===== src/rtl/sudoku_pkg.sv =====
// Shared constants and types for the Sudoku play-phase drawing datapath.
// Command codes, grid geometry, sequencer states and the glyph ROM address map.
package sudoku_pkg;

    localparam int GRID_N       = 9;
    localparam int CELL         = 11;
    localparam int GLYPH_PIXELS = CELL * CELL;

    localparam logic [3:0] CMD_DIGIT_MAX = 4'd8;
    localparam logic [3:0] CMD_UP        = 4'd9;
    localparam logic [3:0] CMD_DOWN      = 4'd10;
    localparam logic [3:0] CMD_LEFT      = 4'd11;
    localparam logic [3:0] CMD_RIGHT     = 4'd12;
    localparam logic [3:0] CMD_CLEAR     = 4'd13;

    typedef enum logic [1:0] {
        IDLE,
        FETCH,
        PLOT,
        DONE
    } state_t;

    typedef enum logic {
        MODE_GLYPH,
        MODE_CLEAR
    } draw_mode_t;

    // Glyphs are stored back to back, each one a raster of CELL x CELL pixels.
    function automatic logic [10:0] glyph_addr(input logic [3:0] glyph,
                                               input logic [3:0] px,
                                               input logic [3:0] py);
        return 11'(int'(glyph) * GLYPH_PIXELS + int'(py) * CELL + int'(px));
    endfunction

endpackage


===== src/rtl/cell_plot_sequencer_if.sv =====
// Keyboard command handshake from the game control FSM into the cell plot sequencer.
// The control FSM is the master; the sequencer is the slave and owns cmd_ready.
interface cell_plot_sequencer_if;

    logic       cmd_valid;
    logic [3:0] cmd_code;
    logic       cmd_ready;

    modport master (output cmd_valid, output cmd_code, input  cmd_ready);
    modport slave  (input  cmd_valid, input  cmd_code, output cmd_ready);

endinterface


===== src/rtl/glyph_raster_counter.sv =====
// px/py raster walk over one glyph cell, px inner, with last-pixel flag and ROM address.
// The counter parks on the last pixel until cleared for the next draw.
module glyph_raster_counter (
    input  logic        clock,
    input  logic        reset,
    input  logic        clear,
    input  logic        step,
    input  logic [3:0]  glyph,
    output logic [3:0]  px,
    output logic [3:0]  py,
    output logic        last,
    output logic [10:0] rom_addr
);
    import sudoku_pkg::*;

    localparam logic [3:0] EDGE_MAX = 4'(CELL - 1);

    always_ff @(posedge clock or posedge reset) begin
        if (reset) begin
            px <= '0;
            py <= '0;
        end else if (clear) begin
            px <= '0;
            py <= '0;
        end else if (step && !last) begin
            if (px == EDGE_MAX) begin
                px <= '0;
                py <= py + 4'd1;
            end else begin
                px <= px + 4'd1;
            end
        end
    end

    assign last     = (px == EDGE_MAX) && (py == EDGE_MAX);
    assign rom_addr = glyph_addr(glyph, px, py);

endmodule


===== src/rtl/cell_plot_sequencer.sv =====
// Play-phase VGA write sequencer: cursor tracking, given-cell protection and
// streaming of one glyph (or background fill) into the selected Sudoku cell.
module cell_plot_sequencer #(
    parameter int         X0        = 8,
    parameter int         Y0        = 8,
    parameter int         CELL      = 11,
    parameter logic [2:0] BG_COLOUR = 3'b111
) (
    input  logic                        clock,
    input  logic                        reset,
    input  logic                        enable,
    cell_plot_sequencer_if.slave        cmd_bus,
    input  logic [80:0]                 given_mask,
    output logic [10:0]                 rom_addr,
    input  logic [2:0]                  rom_data,
    output logic [7:0]                  x,
    output logic [6:0]                  y,
    output logic [2:0]                  colour,
    output logic                        plot,
    output logic                        busy,
    output logic                        done,
    output logic                        reject,
    output logic [3:0]                  cur_row,
    output logic [3:0]                  cur_col
);
    import sudoku_pkg::*;

    if (CELL != sudoku_pkg::CELL) begin : g_cell_check
        $error("CELL must equal the glyph ROM edge of %0d", sudoku_pkg::CELL);
    end
    if ((X0 + GRID_N * CELL - 1 > 159) || (Y0 + GRID_N * CELL - 1 > 119)) begin : g_bounds_check
        $error("grid origin X0=%0d Y0=%0d pushes the board off the 160x120 screen", X0, Y0);
    end

    state_t     state;
    draw_mode_t mode;
    logic [3:0] glyph;
    logic [7:0] ox;
    logic [6:0] oy;
    logic       last_d;
    logic [3:0] px;
    logic [3:0] py;
    logic       last;
    logic [6:0] cell_idx;
    logic       accept;
    logic       is_edit;
    logic       cell_given;
    logic       start_draw;
    logic       step;

    assign cmd_bus.cmd_ready = enable && (state == IDLE);
    assign accept     = cmd_bus.cmd_valid && cmd_bus.cmd_ready;
    assign is_edit    = (cmd_bus.cmd_code <= CMD_DIGIT_MAX) || (cmd_bus.cmd_code == CMD_CLEAR);
    assign cell_idx   = 7'(int'(cur_row) * GRID_N + int'(cur_col));
    assign cell_given = given_mask[cell_idx];
    assign start_draw = accept && is_edit && !cell_given;
    assign step       = (state == FETCH) || (state == PLOT);
    assign busy       = (state != IDLE);

    // The ROM answers one cycle after its address, which is exactly when the
    // registered x/y for that pixel are on the bus, so colour passes straight through.
    assign colour = !plot ? 3'd0 : (mode == MODE_CLEAR) ? BG_COLOUR : rom_data;

    glyph_raster_counter u_raster (
        .clock    (clock),
        .reset    (reset),
        .clear    (start_draw),
        .step     (step),
        .glyph    (glyph),
        .px       (px),
        .py       (py),
        .last     (last),
        .rom_addr (rom_addr)
    );

    // NOTE: non-blocking assignments so every register here samples pre-edge values.
    always_ff @(posedge clock or posedge reset) begin
        if (reset) begin
            state   <= IDLE;
            mode    <= MODE_GLYPH;
            glyph   <= '0;
            ox      <= '0;
            oy      <= '0;
            last_d  <= 1'b0;
            cur_row <= '0;
            cur_col <= '0;
            x       <= '0;
            y       <= '0;
            plot    <= 1'b0;
            done    <= 1'b0;
            reject  <= 1'b0;
        end else begin
            done   <= 1'b0;
            reject <= 1'b0;
            case (state)
                IDLE: begin
                    if (accept) begin
                        case (cmd_bus.cmd_code)
                            CMD_UP:    if (cur_row != 4'd0) cur_row <= cur_row - 4'd1;
                            CMD_DOWN:  if (cur_row != 4'(GRID_N - 1)) cur_row <= cur_row + 4'd1;
                            CMD_LEFT:  if (cur_col != 4'd0) cur_col <= cur_col - 4'd1;
                            CMD_RIGHT: if (cur_col != 4'(GRID_N - 1)) cur_col <= cur_col + 4'd1;
                            default: begin
                                if (is_edit && cell_given) begin
                                    reject <= 1'b1;
                                end else if (is_edit) begin
                                    mode   <= (cmd_bus.cmd_code == CMD_CLEAR) ? MODE_CLEAR : MODE_GLYPH;
                                    glyph  <= (cmd_bus.cmd_code == CMD_CLEAR) ? 4'd0 : cmd_bus.cmd_code;
                                    ox     <= 8'(X0 + int'(cur_col) * CELL);
                                    oy     <= 7'(Y0 + int'(cur_row) * CELL);
                                    last_d <= 1'b0;
                                    state  <= FETCH;
                                end
                            end
                        endcase
                    end
                end
                FETCH, PLOT: begin
                    // last_d marks that the pixel now on x/y is the final one of the cell.
                    if (state == PLOT && last_d) begin
                        plot  <= 1'b0;
                        done  <= 1'b1;
                        state <= DONE;
                    end else begin
                        plot   <= 1'b1;
                        x      <= ox + {4'b0, px};
                        y      <= oy + {3'b0, py};
                        last_d <= last;
                        state  <= PLOT;
                    end
                end
                DONE:    state <= IDLE;
                default: state <= IDLE;
            endcase
        end
    end

endmodule


===== src/flat_wrapper.sv =====
// flat-port wrapper written by rule: the top's interface ports become plain ports
module cell_plot_sequencer_flat import sudoku_pkg::*;
#(
    parameter int         X0        = 8,
    parameter int         Y0        = 8,
    parameter int         CELL      = 11,
    parameter logic [2:0] BG_COLOUR = 3'b111
)
  (clock, reset, enable, given_mask, rom_addr, rom_data, x, y, colour, plot, busy, done, reject, cur_row, cur_col, cmd_bus_cmd_valid, cmd_bus_cmd_code, cmd_bus_cmd_ready);
  cell_plot_sequencer_if cmd_bus_i ();
  input  logic clock;
  input  logic reset;
  input  logic enable;
  input  logic [80:0] given_mask;
  output logic [10:0] rom_addr;
  input  logic [2:0] rom_data;
  output logic [7:0] x;
  output logic [6:0] y;
  output logic [2:0] colour;
  output logic plot;
  output logic busy;
  output logic done;
  output logic reject;
  output logic [3:0] cur_row;
  output logic [3:0] cur_col;
  input wire logic [$bits(cmd_bus_i.cmd_valid)-1:0] cmd_bus_cmd_valid;
  input wire logic [$bits(cmd_bus_i.cmd_code)-1:0] cmd_bus_cmd_code;
  output wire logic [$bits(cmd_bus_i.cmd_ready)-1:0] cmd_bus_cmd_ready;
  assign cmd_bus_i.cmd_valid = cmd_bus_cmd_valid;
  assign cmd_bus_i.cmd_code = cmd_bus_cmd_code;
  assign cmd_bus_cmd_ready = cmd_bus_i.cmd_ready;
  cell_plot_sequencer #(.X0(X0), .Y0(Y0), .CELL(CELL), .BG_COLOUR(BG_COLOUR)) u_core (.clock(clock), .reset(reset), .enable(enable), .cmd_bus(cmd_bus_i), .given_mask(given_mask), .rom_addr(rom_addr), .rom_data(rom_data), .x(x), .y(y), .colour(colour), .plot(plot), .busy(busy), .done(done), .reject(reject), .cur_row(cur_row), .cur_col(cur_col));
endmodule

===== config.mk =====
export PLATFORM = sky130hd
export DESIGN_NAME = cell_plot_sequencer_flat
export DESIGN_NICKNAME = d
export VERILOG_FILES = /design/src/rtl/sudoku_pkg.sv /design/src/rtl/cell_plot_sequencer_if.sv /design/src/rtl/glyph_raster_counter.sv /design/src/rtl/cell_plot_sequencer.sv /design/src/flat_wrapper.sv
export SDC_FILE = /design/constraint.sdc
export NUM_CORES = 1
export LEC_CHECK = 0
export CORE_MARGIN = 1
export CORE_UTILIZATION = 56
export DETAILED_ROUTE_END_ITERATION = 8
export GPL_TIMING_DRIVEN = 1
export PLACE_DENSITY = 0.91
export SLEW_MARGIN = 30
export SYNTH_ARGS = -nofsm -noshare
export SYNTH_HDL_FRONTEND = slang
export SYNTH_HIERARCHICAL = 1
export SYNTH_SLANG_ARGS = --single-unit

===== constraint.sdc =====
create_clock -name clock -period 8.07 [get_ports clock]
set_input_delay 2.0175 -clock clock [delete_from_list [all_inputs] [get_ports clock]]
set_output_delay 2.0175 -clock clock [all_outputs]
set_load 0.01 [all_outputs]

Word-level counts from Yosys, hierarchy flattened:

Cells that the tools add are included.
Widths: inputs -> output; s select.

* $add $sub $neg: 13
* multiply operators: 5
* div/mod/pow operators: 0
* $lt $le $gt $ge: 2
* equal/unequal tests: 21
* shift-type cells: 0
* mux-type cells: 37
* bitwise logic cells: 3
* reductions and logical operators: 30

Operators with widths (count)
* $mux 4: 11
* $eq 4x4->1 const B: 7
* $add 4x1->4 const B: 4
* $mul 4x4->8 const B: 2
* $pmux 4 s2: 2
* $mux 1: 15
* $reduce_and 5->1: 3
* $mul 4x4->7 const B: 2
* $ne 2x1->1 const B: 6
* $reduce_bool 2->1: 6
* $add 11x4->11: 1
* $add 11x8->11: 1
* $mul 4x7->11 const B: 1
* $add 5x8->8 const A: 1
* $add 8x4->8: 1
* $logic_and 1x1->1: 8
* $lt 7x8->1 const B: 1
* $mux 2: 4
* $ne 4x4->1 const B: 2
* $reduce_bool 4->1: 2
* $sub 4x1->4 const B: 2
* $add 5x7->7 const A: 1
* $add 7x4->7: 1
* $add 7x5->7: 1
* 17 further kinds: 26

* register bits: 57
* bits in latches: 0
* bits in writable memories: 0
* memory bits (read-only): 0
* input bits: 92
* output and inout port bits: 42
* memories kept: 0

Depth between registers and ports, before layout:

* depth in word-level cells: 9
* depth in mapped cells: 15

Modules after synthesis:

Netlist, hierarchy kept.

By module, submodules not included
* cell_plot_sequencer: times used 1, cells each 372, area an instance 4187.8 µm², seq. area each 1226.2 µm²
* glyph_raster_counter: times used 1, cells each 162, area an instance 1527.7 µm², seq. area each 200.2 µm²

Worst setup path after synthesis:

OpenSTA, ideal clock, no wires.

* path kind: reg2out
* from: register u_core.u_raster.py[1]
* to: output rom_addr[10]
* arrival time: 3.328 ns
* required time: 6.052 ns
* slack: 2.725 ns
* stages on the path, launching flop included: 12
* buffers on the path: 0
* cells stage by stage: dfrtp_1 ha_1 inv_1 fa_1 fa_1 fa_1 inv_1 ha_1 a21o_1 a31o_2 a211oi_2 xnor2_1

* word-level cells in the longest chain between the ends: 3

RTL lines
* start: declaration: line glyph_raster_counter.sv:10 `output logic [3:0] py,`
* start signal: assignment: line glyph_raster_counter.sv:28 `py <= py + 4'd1;`
* $mul 4x4->8: line sudoku_pkg.sv:32 `return 11'(int'(glyph) * GLYPH_PIXELS + int'(py) * CELL + int'(px));`
* $add 11x8->11: line sudoku_pkg.sv:32
* $add 11x4->11: line sudoku_pkg.sv:32
* end: declaration: line flat_wrapper.sv:15 `output logic [10:0] rom_addr;`

Every way passes these cells.

Worst setup path in the final report:

Same ends and word-level chain as after synthesis.

==> insert_results.sql <==
INSERT INTO impl_metrics (metric_group, metric, value, unit) VALUES
('run_status', 'run_status', 'complete, no violations', ''),
('pwr', 'power.share.clock', '0.453', ''),
('placement', 'port-buffer-count', '133', ''),
('pwr', 'power.combinational.fraction', '0.109', ''),
('clock_tree', 'worstSkewPairLatency', '0.33', 'ns'),
('detailed_routing', 'detailedRoute.firstIterationViolations', '176', ''),
('placement', 'placed_cell_area', '7150', 'um^2'),
('clock_tree', 'cts_tree', 'done', ''),
('floorplan', 'die_height', '103', 'um'),
('setup_path', 'end_kind', 'output port', ''),
('setup_path', 'worstSetupStartpointType', 'register', ''),
('placement', 'dp_hpwl', '10.6', 'mm'),
('logic_synthesis', 'syn-cell-area', '5720', 'um^2'),
('sta', 'setup_tns', '0', 'ns'),
('pwr', 'total_power', '0.000653', 'W'),
('logic_synthesis', 'synth_xor_area_frac', '0.0626', ''),
('detailed_routing', 'drc', '0', ''),
('placement', 'gp_congestion', '0.898', ''),
('floorplan', 'initial_core_util', '0.582', ''),
('setup_path', 'timing.critical_path.arrival', '4.39', 'ns'),
('setup_path', 'critical_path_required', '6.05', 'ns'),
('logic_synthesis', 'dominant_combinational_cell_family_by_area_after_synthesis', 'adder cells', ''),
('sta', 'layout_setup_ws', '1.66', 'ns'),
('pwr', 'total_leakage_power', '3.54', 'nW'),
('logic_synthesis', 'synth-warning-count', '6', ''),
('detailed_routing', 'wire_per_inst', '15.8', 'um'),
('floorplan', 'fp.coreArea', '9820', 'um^2'),
('setup_path', 'critical_path_class', 'reg -> out', ''),
('sta', 'final_period_minus_worst_setup_slack', '6.41', 'ns'),
('sta', 'tightest_slew_margin_relative_to_the_limit', '0.495', ''),
('final_layout', 'layout_common_cells', 'sky130_fd_sc_hd__clkdlybuf4s50_1, sky130_fd_sc_hd__ha_1, sky130_fd_sc_hd__inv_1', ''),
('clock_tree', 'cts.sink_count', '57', ''),
('clock_tree', 'clkTransAtPathRegs', '0.07', 'ns'),
('clock_tree', 'cts_setup_buffers', '0', ''),
('logic_synthesis', 'synthesis.instances', '534', ''),
('final_layout', 'mostFrequentLayoutCell', 'sky130_fd_sc_hd__clkdlybuf4s50_1', ''),
('floorplan', 'placementRows', '36', ''),
('logic_synthesis', 'synth_compound_area_frac', '0.0814', ''),
('pwr', 'irDropWorstVdd', '63.4', 'uV'),
('sta', 'rsz0062_at_grt', 'no', ''),
('pwr', 'p_per_area', '88.6', 'nW/um^2'),
('sta', 'max_clk_rate', '0.156', 'GHz'),
('sta', 'timing.final.hold_violations', '0', ''),
('clock_tree', 'cts_htree_levels', '3', ''),
('final_layout', 'layout-drive-gt1-share', '0.107', ''),
('hold_path', 'hold_path.class', 'reg -> reg', ''),
('clock_tree', 'cts_resized', '0', ''),
('clock_tree', 'cts-hold-fix-buffers', '0', ''),
('detailed_routing', 'vias', '4417', ''),
('clock_tree', 'cts_bufs_inserted', '9', ''),
('sta', 'layout_worst_path_cycle_share', '0.794', ''),
('sta', 'final_slew_viol_count', '0', ''),
('logic_synthesis', 'synthSimpleGateAreaFrac', '0.0889', ''),
('sta', 'worst-slew-pin-transition', '0.756', 'ns'),
('final_layout', 'areaGrowthSynthToFinish', '29.0', '%'),
('detailed_routing', 'totalWireLength', '12.7', 'mm'),
('logic_synthesis', 'synthAdderAreaFrac', '0.287', ''),
('setup_path', 'cp_max_fo', '8', ''),
('floorplan', 'die_area', '10600', 'um^2'),
('logic_synthesis', 'synth_seq_area_share', '0.250', ''),
('final_layout', 'num-nets-final', '876', ''),
('logic_synthesis', 'yosys-mux-area-fraction', '0.170', ''),
('logic_synthesis', 'postSynthNetCount', '742', ''),
('sta', 'setup_skew', '0.00860', 'ns'),
('final_layout', 'insertedDiodeCount', '0', ''),
('final_layout', 'design_area', '7370', 'um^2'),
('pwr', 'power.share.switching', '0.219', ''),
('global_routing', 'initial_antenna_violation_count', '0', ''),
('detailed_routing', 'drt_pass1_iterations', '4', ''),
('logic_synthesis', 'avgSynthCellArea', '10.7', 'um^2'),
('floorplan', 'boundaryPins', '134', '');
[sequential cells by signal (all words and copies together) (netlist names), 7 cells and up]
signal,flops
u_core/oy,7
u_core/ox,8
u_core/y,7
u_core/x,8
[critical path, stage by stage (launching register included)]
cell	delay, ns
sky130_fd_sc_hd__dfrtp_1	0.48
sky130_fd_sc_hd__ha_1	0.24
sky130_fd_sc_hd__inv_1	0.08
sky130_fd_sc_hd__fa_1	0.47
sky130_fd_sc_hd__fa_1	0.53
sky130_fd_sc_hd__fa_1	0.54
sky130_fd_sc_hd__inv_1	0.04
sky130_fd_sc_hd__ha_1	0.35
sky130_fd_sc_hd__a21o_1	0.19
sky130_fd_sc_hd__a31o_2	0.23
sky130_fd_sc_hd__a211oi_2	0.19
sky130_fd_sc_hd__xnor2_1	0.14
sky130_fd_sc_hd__clkdlybuf4s50_1	0.56
[power by group through the flow]
stage	combinational [W]	sequential, W	clock (W)
after floorplan	0.0000198	0.000291	0
after global placement	0.0000698	0.000291	0
after detailed placement	0.0000718	0.000291	0
after CTS	0.0000720	0.000286	0.000298
after global routing	0.0000764	0.000285	0.000317
final	0.0000712	0.000286	0.000296
[synth_stat cells]
cell type	instances	area, um^2
sky130_fd_sc_hd__ha_1	91	1140
sky130_fd_sc_hd__inv_1	73	274
sky130_fd_sc_hd__dfrtp_1	57	1430
sky130_fd_sc_hd__nand2_1	37	139
sky130_fd_sc_hd__o21ai_0	27	135
sky130_fd_sc_hd__xnor2_1	27	236
sky130_fd_sc_hd__fa_1	25	500
sky130_fd_sc_hd__mux4_2	22	495
sky130_fd_sc_hd__a21oi_1	19	95.1
sky130_fd_sc_hd__mux2i_1	17	170
sky130_fd_sc_hd__mux2_4	16	240
sky130_fd_sc_hd__nor2_1	16	60.1
sky130_fd_sc_hd__xor2_1	12	105
sky130_fd_sc_hd__a21o_1	11	82.6
sky130_fd_sc_hd__nor2b_1	8	50.1
sky130_fd_sc_hd__and3_1	6	37.5
sky130_fd_sc_hd__mux2_2	6	67.6
sky130_fd_sc_hd__nand3_1	6	30.0
sky130_fd_sc_hd__and2_1	5	31.3
sky130_fd_sc_hd__nand2b_1	5	31.3
sky130_fd_sc_hd__buf_6	4	45.0
sky130_fd_sc_hd__clkbuf_1	4	15.0
sky130_fd_sc_hd__o21a_1	4	30.0
sky130_fd_sc_hd__a211oi_1	3	22.5
sky130_fd_sc_hd__a21boi_0	3	22.5
sky130_fd_sc_hd__buf_1	3	11.3
sky130_fd_sc_hd__nand3b_1	3	22.5
sky130_fd_sc_hd__nand4_1	3	18.8
sky130_fd_sc_hd__nor3_1	3	15.0
sky130_fd_sc_hd__a211oi_2	2	25.0
sky130_fd_sc_hd__o221ai_1	2	17.5
sky130_fd_sc_hd__or3_1	2	12.5
sky130_fd_sc_hd__a21bo_2	1	10.0
sky130_fd_sc_hd__a22oi_1	1	7.51
sky130_fd_sc_hd__a31o_2	1	8.76
sky130_fd_sc_hd__and3b_1	1	8.76
sky130_fd_sc_hd__and4_2	1	10.0
sky130_fd_sc_hd__and4b_1	1	10.0
sky130_fd_sc_hd__and4bb_2	1	12.5
sky130_fd_sc_hd__nor2_2	1	6.26
sky130_fd_sc_hd__nor4_1	1	6.26
sky130_fd_sc_hd__o31a_1	1	8.76
sky130_fd_sc_hd__or2_2	1	6.26
sky130_fd_sc_hd__xor2_2	1	16.3
[path summary, 6_finish.rpt]
| kind | from | to | slack (ns) | depth (start not counted) |
|---|---|---|---|---|
| worst min-delay path | u_core/x[1] | u_core/x[1] | 0.48 | 2 |
| min in group asynchronous | reset | u_core/u_raster/py[1] | 2.04 | 2 |
| worst max register to register | u_core/cur_row[1] | u_core/u_raster/px[0] | 3.66 | 12 |
| max in group asynchronous | reset | u_core/glyph[1] | 5.51 | 2 |
| worst min register to register | u_core/x[1] | u_core/x[1] | 0.48 | 2 |
| worst max-delay path | u_core/u_raster/py[1] | rom_addr[10] | 1.66 | 12 |
[per-stage QoR]
stage / hold slack [ns] / std cells / utilization
finish: 0.480 / 806 / 0.751
global route: 0.506 / 806 / 0.751
CTS: 0.484 / 806 / 0.751
detailed placement: 0.468 / 790 / 0.729
global placement: 0.461 / 790 / 0.728
floorplan: 0.488 / 534 / -
[final cells by class]
class / instances / area, um^2
Fill cell: 662 / 2450
Sequential cell: 57 / 1430
Clock buffer: 9 / 124
Timing Repair Buffer: 134 / 1340
Inverter: 73 / 277
Multi-Input combinational cell: 393 / 3950
Tap cell: 133 / 166
Clock inverter: 7 / 93.8
[per-layer routing]
layer,up-vias,part of all wire,GRT usage
li1,2118,-,-
met4,0,0.023,0.0802
met3,23,0.059,0.0536
met1,2129,0.38,0.281
met2,147,0.54,0.485
met5,-,0,0
[logic make-up (layout without fill, tap and decap cells)]
group	Yosys count	count (layout)
adders and majority gates	116	116
and+or+nand+nor	101	101
buffers and inverters	84	223
muxes	61	61
DFF	57	57
xor gates and xnor gates	40	40
AOI/OAI and AO/OA	75	75
No activity file was read; power rests on OpenSTA's default activity.
